==> src/rtl/seg_pkg.sv <==
// Shared types and constants for the 7-segment scan controller and its decoder.
package seg_pkg;

  typedef enum logic [1:0] {
    IDLE  = 2'd0,
    SHOW  = 2'd1,
    BLANK = 2'd2
  } scan_state_t;

  // Common-anode segments are active-low, so an all-ones pattern is dark.
  localparam int unsigned SEG_W      = 7;
  localparam logic [6:0]  SEG_BLANK  = 7'h7F;
  localparam int unsigned MIN_DIGITS = 2;
  localparam int unsigned MAX_DIGITS = 8;

  // Width of a down-counter able to hold the larger of two durations.
  function automatic int unsigned cnt_width(input int unsigned a, input int unsigned b);
    return $clog2(((a > b) ? a : b) + 1);
  endfunction

endpackage

==> src/rtl/seg_scan_timer.sv <==
// Loadable down-counter that times both the SHOW and BLANK phases.
module seg_scan_timer #(
  parameter int unsigned CW = 4
) (
  input  logic          clock,
  input  logic          reset_n,
  input  logic          load,
  input  logic [CW-1:0] load_val,
  output logic          done_c,
  output logic          near_c
);

  logic [CW-1:0] cnt_q;

  always_ff @(posedge clock or negedge reset_n) begin
    if (!reset_n) begin
      cnt_q <= '0;
    end else if (load) begin
      cnt_q <= load_val;
    end else if (cnt_q != '0) begin
      cnt_q <= cnt_q - CW'(1);
    end
  end

  // done marks the final cycle of a phase; near marks the cycle before it.
  assign done_c = (cnt_q == '0);
  assign near_c = (cnt_q == CW'(1));

endmodule

==> src/rtl/seg_scan_ctrl.sv <==
// Time-multiplexed digit scanner: per-digit value registers, one shared decoder
// input, blank gaps between digits and decoder-aligned one-hot digit enables.
module seg_scan_ctrl
  import seg_pkg::*;
#(
  parameter int unsigned N_DIGITS     = 4,
  parameter int unsigned DW           = 8,
  parameter int unsigned PRESCALE     = 1000,
  parameter int unsigned BLANK_CYCLES = 2,
  parameter int unsigned DEC_LAT      = 1
) (
  input  logic                        clock,
  input  logic                        reset_n,
  input  logic                        enable,
  input  logic                        lz_blank,
  input  logic                        wr_en,
  input  logic [$clog2(N_DIGITS)-1:0] wr_addr,
  input  logic [DW-1:0]               wr_data,
  output logic [DW-1:0]               dec_value,
  output logic [N_DIGITS-1:0]         digit_sel,
  output logic                        frame_tick
);

  localparam int unsigned AW       = $clog2(N_DIGITS);
  localparam int unsigned CW       = cnt_width(PRESCALE, BLANK_CYCLES);
  localparam bit          HAS_GAP  = (BLANK_CYCLES > 0);
  localparam bit          GAP_ONE  = (BLANK_CYCLES == 1);
  localparam bit          SHOW_ONE = (PRESCALE == 1);
  localparam logic [AW-1:0] LAST      = AW'(N_DIGITS - 1);
  localparam logic [CW-1:0] SHOW_LOAD = CW'(PRESCALE - 1);
  localparam logic [CW-1:0] GAP_LOAD  = CW'(HAS_GAP ? BLANK_CYCLES - 1 : 0);

  scan_state_t         state_q;
  logic [AW-1:0]       idx_q;
  logic [N_DIGITS-1:0] sel_q;
  logic [DW-1:0]       digit_q [N_DIGITS];

  logic [N_DIGITS-1:0] zero_from_c;
  logic [AW-1:0]       idx_adv_c;
  logic [N_DIGITS-1:0] sel_adv_c;
  logic                tmr_load_c;
  logic [CW-1:0]       tmr_val_c;
  logic                tmr_done_c;
  logic                tmr_near_c;

  // Digit registers accept writes in every state; out-of-range addresses drop.
  always_ff @(posedge clock or negedge reset_n) begin
    if (!reset_n) begin
      for (int i = 0; i < int'(N_DIGITS); i++) digit_q[i] <= '0;
    end else if (wr_en && (32'(wr_addr) < 32'(N_DIGITS))) begin
      digit_q[wr_addr] <= wr_data;
    end
  end

  // zero_from_c[k]: every digit at position k and above holds zero.
  always_comb begin
    logic acc;
    acc         = 1'b1;
    zero_from_c = '0;
    for (int k = int'(N_DIGITS) - 1; k >= 0; k--) begin
      acc            = acc & (digit_q[k] == '0);
      zero_from_c[k] = acc;
    end
  end

  // Enable for the next digit; digit 0 always lights so a zero value shows "0".
  always_comb begin
    idx_adv_c = (idx_q == LAST) ? '0 : idx_q + AW'(1);
    sel_adv_c = N_DIGITS'(1) << idx_adv_c;
    if (lz_blank && (idx_adv_c != '0) && zero_from_c[idx_adv_c]) sel_adv_c = '0;
  end

  always_comb begin
    tmr_load_c = 1'b0;
    tmr_val_c  = '0;
    unique case (state_q)
      IDLE: begin
        if (enable) begin
          tmr_load_c = 1'b1;
          tmr_val_c  = SHOW_LOAD;
        end
      end
      SHOW: begin
        if (!enable) begin
          tmr_load_c = 1'b1;
        end else if (tmr_done_c) begin
          tmr_load_c = 1'b1;
          tmr_val_c  = HAS_GAP ? GAP_LOAD : SHOW_LOAD;
        end
      end
      BLANK: begin
        if (!enable) begin
          tmr_load_c = 1'b1;
        end else if (tmr_done_c) begin
          tmr_load_c = 1'b1;
          tmr_val_c  = SHOW_LOAD;
        end
      end
      default: tmr_load_c = 1'b1;
    endcase
  end

  seg_scan_timer #(.CW(CW)) u_timer (
    .clock    (clock),
    .reset_n  (reset_n),
    .load     (tmr_load_c),
    .load_val (tmr_val_c),
    .done_c   (tmr_done_c),
    .near_c   (tmr_near_c)
  );

  // Scan FSM; frame_tick is set one edge early so it lands on the slot's last cycle.
  always_ff @(posedge clock or negedge reset_n) begin
    if (!reset_n) begin
      state_q    <= IDLE;
      idx_q      <= '0;
      sel_q      <= '0;
      dec_value  <= '0;
      frame_tick <= 1'b0;
    end else begin
      frame_tick <= 1'b0;
      unique case (state_q)
        IDLE: begin
          sel_q <= '0;
          if (enable) begin
            state_q   <= SHOW;
            idx_q     <= '0;
            dec_value <= digit_q[0];
            sel_q     <= N_DIGITS'(1);
          end
        end
        SHOW: begin
          if (!enable) begin
            state_q <= IDLE;
            idx_q   <= '0;
            sel_q   <= '0;
          end else if (tmr_done_c) begin
            if (HAS_GAP) begin
              state_q    <= BLANK;
              sel_q      <= '0;
              frame_tick <= GAP_ONE && (idx_q == LAST);
            end else begin
              idx_q      <= idx_adv_c;
              dec_value  <= digit_q[idx_adv_c];
              sel_q      <= sel_adv_c;
              frame_tick <= SHOW_ONE && (idx_adv_c == LAST);
            end
          end else begin
            frame_tick <= !HAS_GAP && (idx_q == LAST) && tmr_near_c;
          end
        end
        BLANK: begin
          if (!enable) begin
            state_q <= IDLE;
            idx_q   <= '0;
            sel_q   <= '0;
          end else if (tmr_done_c) begin
            state_q    <= SHOW;
            idx_q      <= idx_adv_c;
            dec_value  <= digit_q[idx_adv_c];
            sel_q      <= sel_adv_c;
            frame_tick <= !HAS_GAP && SHOW_ONE && (idx_adv_c == LAST);
          end else begin
            frame_tick <= (idx_q == LAST) && tmr_near_c;
          end
        end
        default: begin
          state_q <= IDLE;
          idx_q   <= '0;
          sel_q   <= '0;
        end
      endcase
    end
  end

  // Delay the enables to line up with the decoder's registered segment output.
  if (DEC_LAT == 0) begin : g_no_pipe
    assign digit_sel = sel_q;
  end else begin : g_pipe
    logic [N_DIGITS-1:0] pipe_q [DEC_LAT];

    always_ff @(posedge clock or negedge reset_n) begin
      if (!reset_n) begin
        for (int i = 0; i < int'(DEC_LAT); i++) pipe_q[i] <= '0;
      end else begin
        pipe_q[0] <= sel_q;
        for (int i = 1; i < int'(DEC_LAT); i++) pipe_q[i] <= pipe_q[i-1];
      end
    end

    assign digit_sel = pipe_q[DEC_LAT-1];
  end

endmodule

==> config.mk <==
export PLATFORM = sky130hd
export DESIGN_NAME = seg_scan_ctrl
export DESIGN_NICKNAME = d
export VERILOG_FILES = /design/src/rtl/seg_pkg.sv /design/src/rtl/seg_scan_timer.sv /design/src/rtl/seg_scan_ctrl.sv
export SDC_FILE = /design/constraint.sdc
export NUM_CORES = 1
export LEC_CHECK = 0
export ABC_AREA = 0
export CAP_MARGIN = 20
export CORE_MARGIN = 3
export CORE_UTILIZATION = 52
export CTS_CLUSTER_DIAMETER = 80
export DETAILED_ROUTE_END_ITERATION = 16
export PLACE_DENSITY = 0.84
export RECOVER_POWER = 50
export SLEW_MARGIN = 25
export SYNTH_ARGS = -nofsm -noshare
export SYNTH_HDL_FRONTEND = slang
export SYNTH_SLANG_ARGS = --single-unit
==> constraint.sdc <==
create_clock -name clock -period 2.6 [get_ports clock]
set_clock_uncertainty 0.2 [all_clocks]
set_input_delay 0.78 -clock clock [delete_from_list [all_inputs] [get_ports clock]]
set_output_delay 0.78 -clock clock [all_outputs]
set_load 0.01 [all_outputs]
==> results.json <==
{
  "status": "finished with violations",
  "violations": "max-capacitance violations, max-slew violations",
  "seq_area_frac_synth_pct": 48.3,
  "holdBufCountCts": 0,
  "cts.sinks": 63,
  "synthMuxAreaShare_pct": 11.5,
  "antenna_found_initial": 0,
  "synth_compound_area_share_pct": 15.9,
  "hp-class": "flip-flop to flip-flop",
  "r2r_cells": 5,
  "final_cell_mix": "63 x dfrtp_1, 32 x mux2_2, 26 x o21ai_0",
  "syn-cell-area_sq_mm": 0.00326,
  "postCtsResizedCells": 0,
  "multi_input_area_sq_mm": 0.00159,
  "synth_top_family_by_area": "compound AO/OA/AOI/OAI gates",
  "ios": 28,
  "maxCapViolations": 1,
  "clk_latency_ps": 340,
  "grt_first_pass_wirelength_mm": 12.6,
  "synthSimpleGateAreaFrac_pct": 15.3,
  "nets": 372,
  "synthAdderAreaFrac_pct": 4.60,
  "layout-drive-gt1-share_pct": 22.3,
  "swShare_pct": 34.3,
  "max-vdd-ir-drop_mv": 0.574,
  "cellLeakagePower_nw": 1.66,
  "cts.path.max_buffers": 2,
  "slew_viol_final": 64,
  "dr.pass1.iters": 5,
  "grt_overflow": 0,
  "worstPathRequired_ps": 2600,
  "cts-root-buf": "clkbuf_8",
  "path_cells": "ha_1 > o21bai_1 > a21oi_1 > nor4_1 > o21ai_0",
  "grt_max_degree": 64,
  "report.power.total_w": 0.00374,
  "power_density_mw_per_mm2": 960,
  "timing.rr.end": "sel_q[1]",
  "synth_edf_count": 0,
  "syn_avg_cell_area_sq_um": 10.8,
  "port_buffers": 27,
  "cp_max_fo": 20,
  "p_int_w": 0.00246,
  "drtIter0Drc": 189,
  "min_from": "sel_q[0]",
  "cts_setup_buffers": 0,
  "drt_wl_total_mm": 7.43,
  "fin_crit_sh_pct": 89.6,
  "fillers": 469,
  "dp_hpwl_mm": 5.20,
  "seqPwrFrac_pct": 39.0,
  "pre_cts_ws_ps": -54.2,
  "final_common_cell": "dfrtp_1",
  "rows": 28,
  "fmax_mhz": 429,
  "pwr-share-comb_pct": 36.3,
  "ff_latch_area_sq_mm": 0.00158,
  "slowest_delay_ps": 480,
  "worst-setup-path-type": "flip-flop to flip-flop",
  "vias_per_cell": 6.15,
  "gp_congestion": 0.848,
  "setup_viol": 0,
  "syn_nets": 329,
  "synth_cell_type_count": 49,
  "worstHoldEndpoint": "digit_sel[0]",
  "rsz0062_at_grt": "false",
  "cts-buffers-inserted": 9,
  "end_kind": "flip-flop",
  "grtUsageTotal_pct": 22.1,
  "setup_slack_ps": 269,
  "yosys.area_share.xor_xnor_pct": 1.34,
  "die_y_um": 85.2,
  "ff2ff_setup_slack_ps": 270,
  "slew_headroom_pct": -2.84,
  "crit_arrival_ps": 2330,
  "cts_tree": "yes",
  "ys_seq_elements": 63,
  "slowest_stage": "nor4_1",
  "clk_pin_slew_ps": 70,
  "netlist_instances": 302,
  "core-area_sq_mm": 0.00599,
  "worstMarginPinSlew_ps": 1540,
  "finalHoldViolCount": 0,
  "die_area_sq_mm": 0.00726,
  "pwr-share-clk_pct": 24.7,
  "diodes": 0,
  "p_sw_w": 0.00128,
  "area_delta_synth_final_pct": 19.5,
  "die_x_um": 85.2,
  "whs_path_depth": 0,
  "yosys_warnings": 0,
  "start_util_pct": 54.5,
  "drtAntennaViolNets": 0,
  "synth-main-ff-cell": "dfrtp_1",
  "grt_pass1_vias": 2583,
  "finalCriticalPeriod_ps": 2330,
  "vias": 2608,
  "cp-start-kind": "flip-flop",
  "async_flop_share_pct": 100,
  "regToRegStartpoint": "idx_q[1]",
  "cts.htree.levels": 3,
  "drc_errors": 0,
  "routedWlPerCell_um": 17.5
}
-- worst max path at each step --
| stage | from | to | slack, ps |
|---|---|---|---|
| floorplan | u_timer.cnt_q[5] | dec_value[7] | 200 |
| global placement | enable | u_timer.cnt_q[9] | 20 |
| detailed placement | enable | u_timer.cnt_q[5] | -50 |
| CTS | idx_q[1] | sel_q[3] | 270 |
| global route | idx_q[1] | sel_q[3] | 30 |
| finish | idx_q[1] | sel_q[1] | 270 |
-- cells by family after synthesis --
family	after synthesis
AND/OR/NAND/NOR	85
AO/OA/AOI/OAI	82
flip-flops	63
multiplexers	33
buffers and inverters	22
adder cells (fa/ha/maj)	12
XOR/XNOR	5
-- registers in the layout, summed over array words and instances (netlist names) --
register       count
idx_q              2
sel_q              4
dec_value          8
u_timer.cnt_q     10
digit_sel          4
frame_tick         1
digit_q           32
state_q            2
-- worst max-delay path: cells and delay by family (launching register included) --
kind,cells,cell delay [ps]
simple gates,1,480
flops,1,430
fa+ha+maj,1,420
compound gates,3,670
-- layout make-up --
| cell class | count | area share [%] |
|---|---|---|
| inverter | 10 | 0.962 |
| clock inverter | 4 | 1.80 |
| multi-input combinational | 217 | 40.8 |
| tap | 75 | 2.41 |
| timing repair buffer | 44 | 10.0 |
| sequential | 63 | 40.4 |
| clock buffer | 11 | 3.63 |
-- per-stage QoR --
step,setup TNS (ps),std cells,instance area (sq um),util [%],hold slack [ps]
after detailed placement,-62.2,409,3700,61.8,164
after global placement,0,409,3700,61.8,159
after CTS,0,424,3920,65.4,180
after global routing,0,424,3900,65.1,187
after floorplan,0,302,3260,-,154
final,0,424,3900,65.1,176
-- cells in the mapped netlist (2+ instances only) --
cell | instances | share of area, %
or3b_2 | 8 | 2.1
ha_1 | 12 | 4.6
nor2b_1 | 3 | 0.57
o21ai_0 | 26 | 4.0
or4_1 | 3 | 0.69
and2_1 | 3 | 0.57
xor2_1 | 2 | 0.54
nand4_1 | 2 | 0.38
nand3_1 | 6 | 0.92
a32o_1 | 2 | 0.61
nand3b_1 | 3 | 0.69
nand2_1 | 18 | 2.1
nor3b_1 | 3 | 0.69
a21oi_1 | 22 | 3.4
mux2_2 | 32 | 11
dfrtp_1 | 63 | 48
buf_6 | 2 | 0.69
nor2_1 | 9 | 1.0
inv_1 | 10 | 1.1
a211oi_1 | 2 | 0.46
a31oi_1 | 12 | 2.3
nor3_1 | 2 | 0.31
o211ai_1 | 4 | 0.92
nor4_1 | 11 | 2.1
clkbuf_1 | 9 | 1.0
and3_1 | 8 | 1.5
xnor2_1 | 3 | 0.81
-- power groups by stage --
stage                     clock network (W)  logic, W  registers (W)
final                              0.000924   0.00136        0.00146
after global routing               0.000983   0.00149        0.00150
after CTS                          0.000948   0.00136        0.00146
after detailed placement                  0   0.00135        0.00147
after global placement                    0   0.00130        0.00146
after floorplan                           0  0.000868        0.00144
-- metal layers --
layer  GRT usage (%)  up-vias  share of wire (%)
li1                -     1219                  -
met4            9.93        0                2.1
met5               0        -                  0
met1            28.7     1276                 42
met3            3.98       15                5.4
met2            36.3       98                 50
No activity file was read; power rests on OpenSTA's default activity.
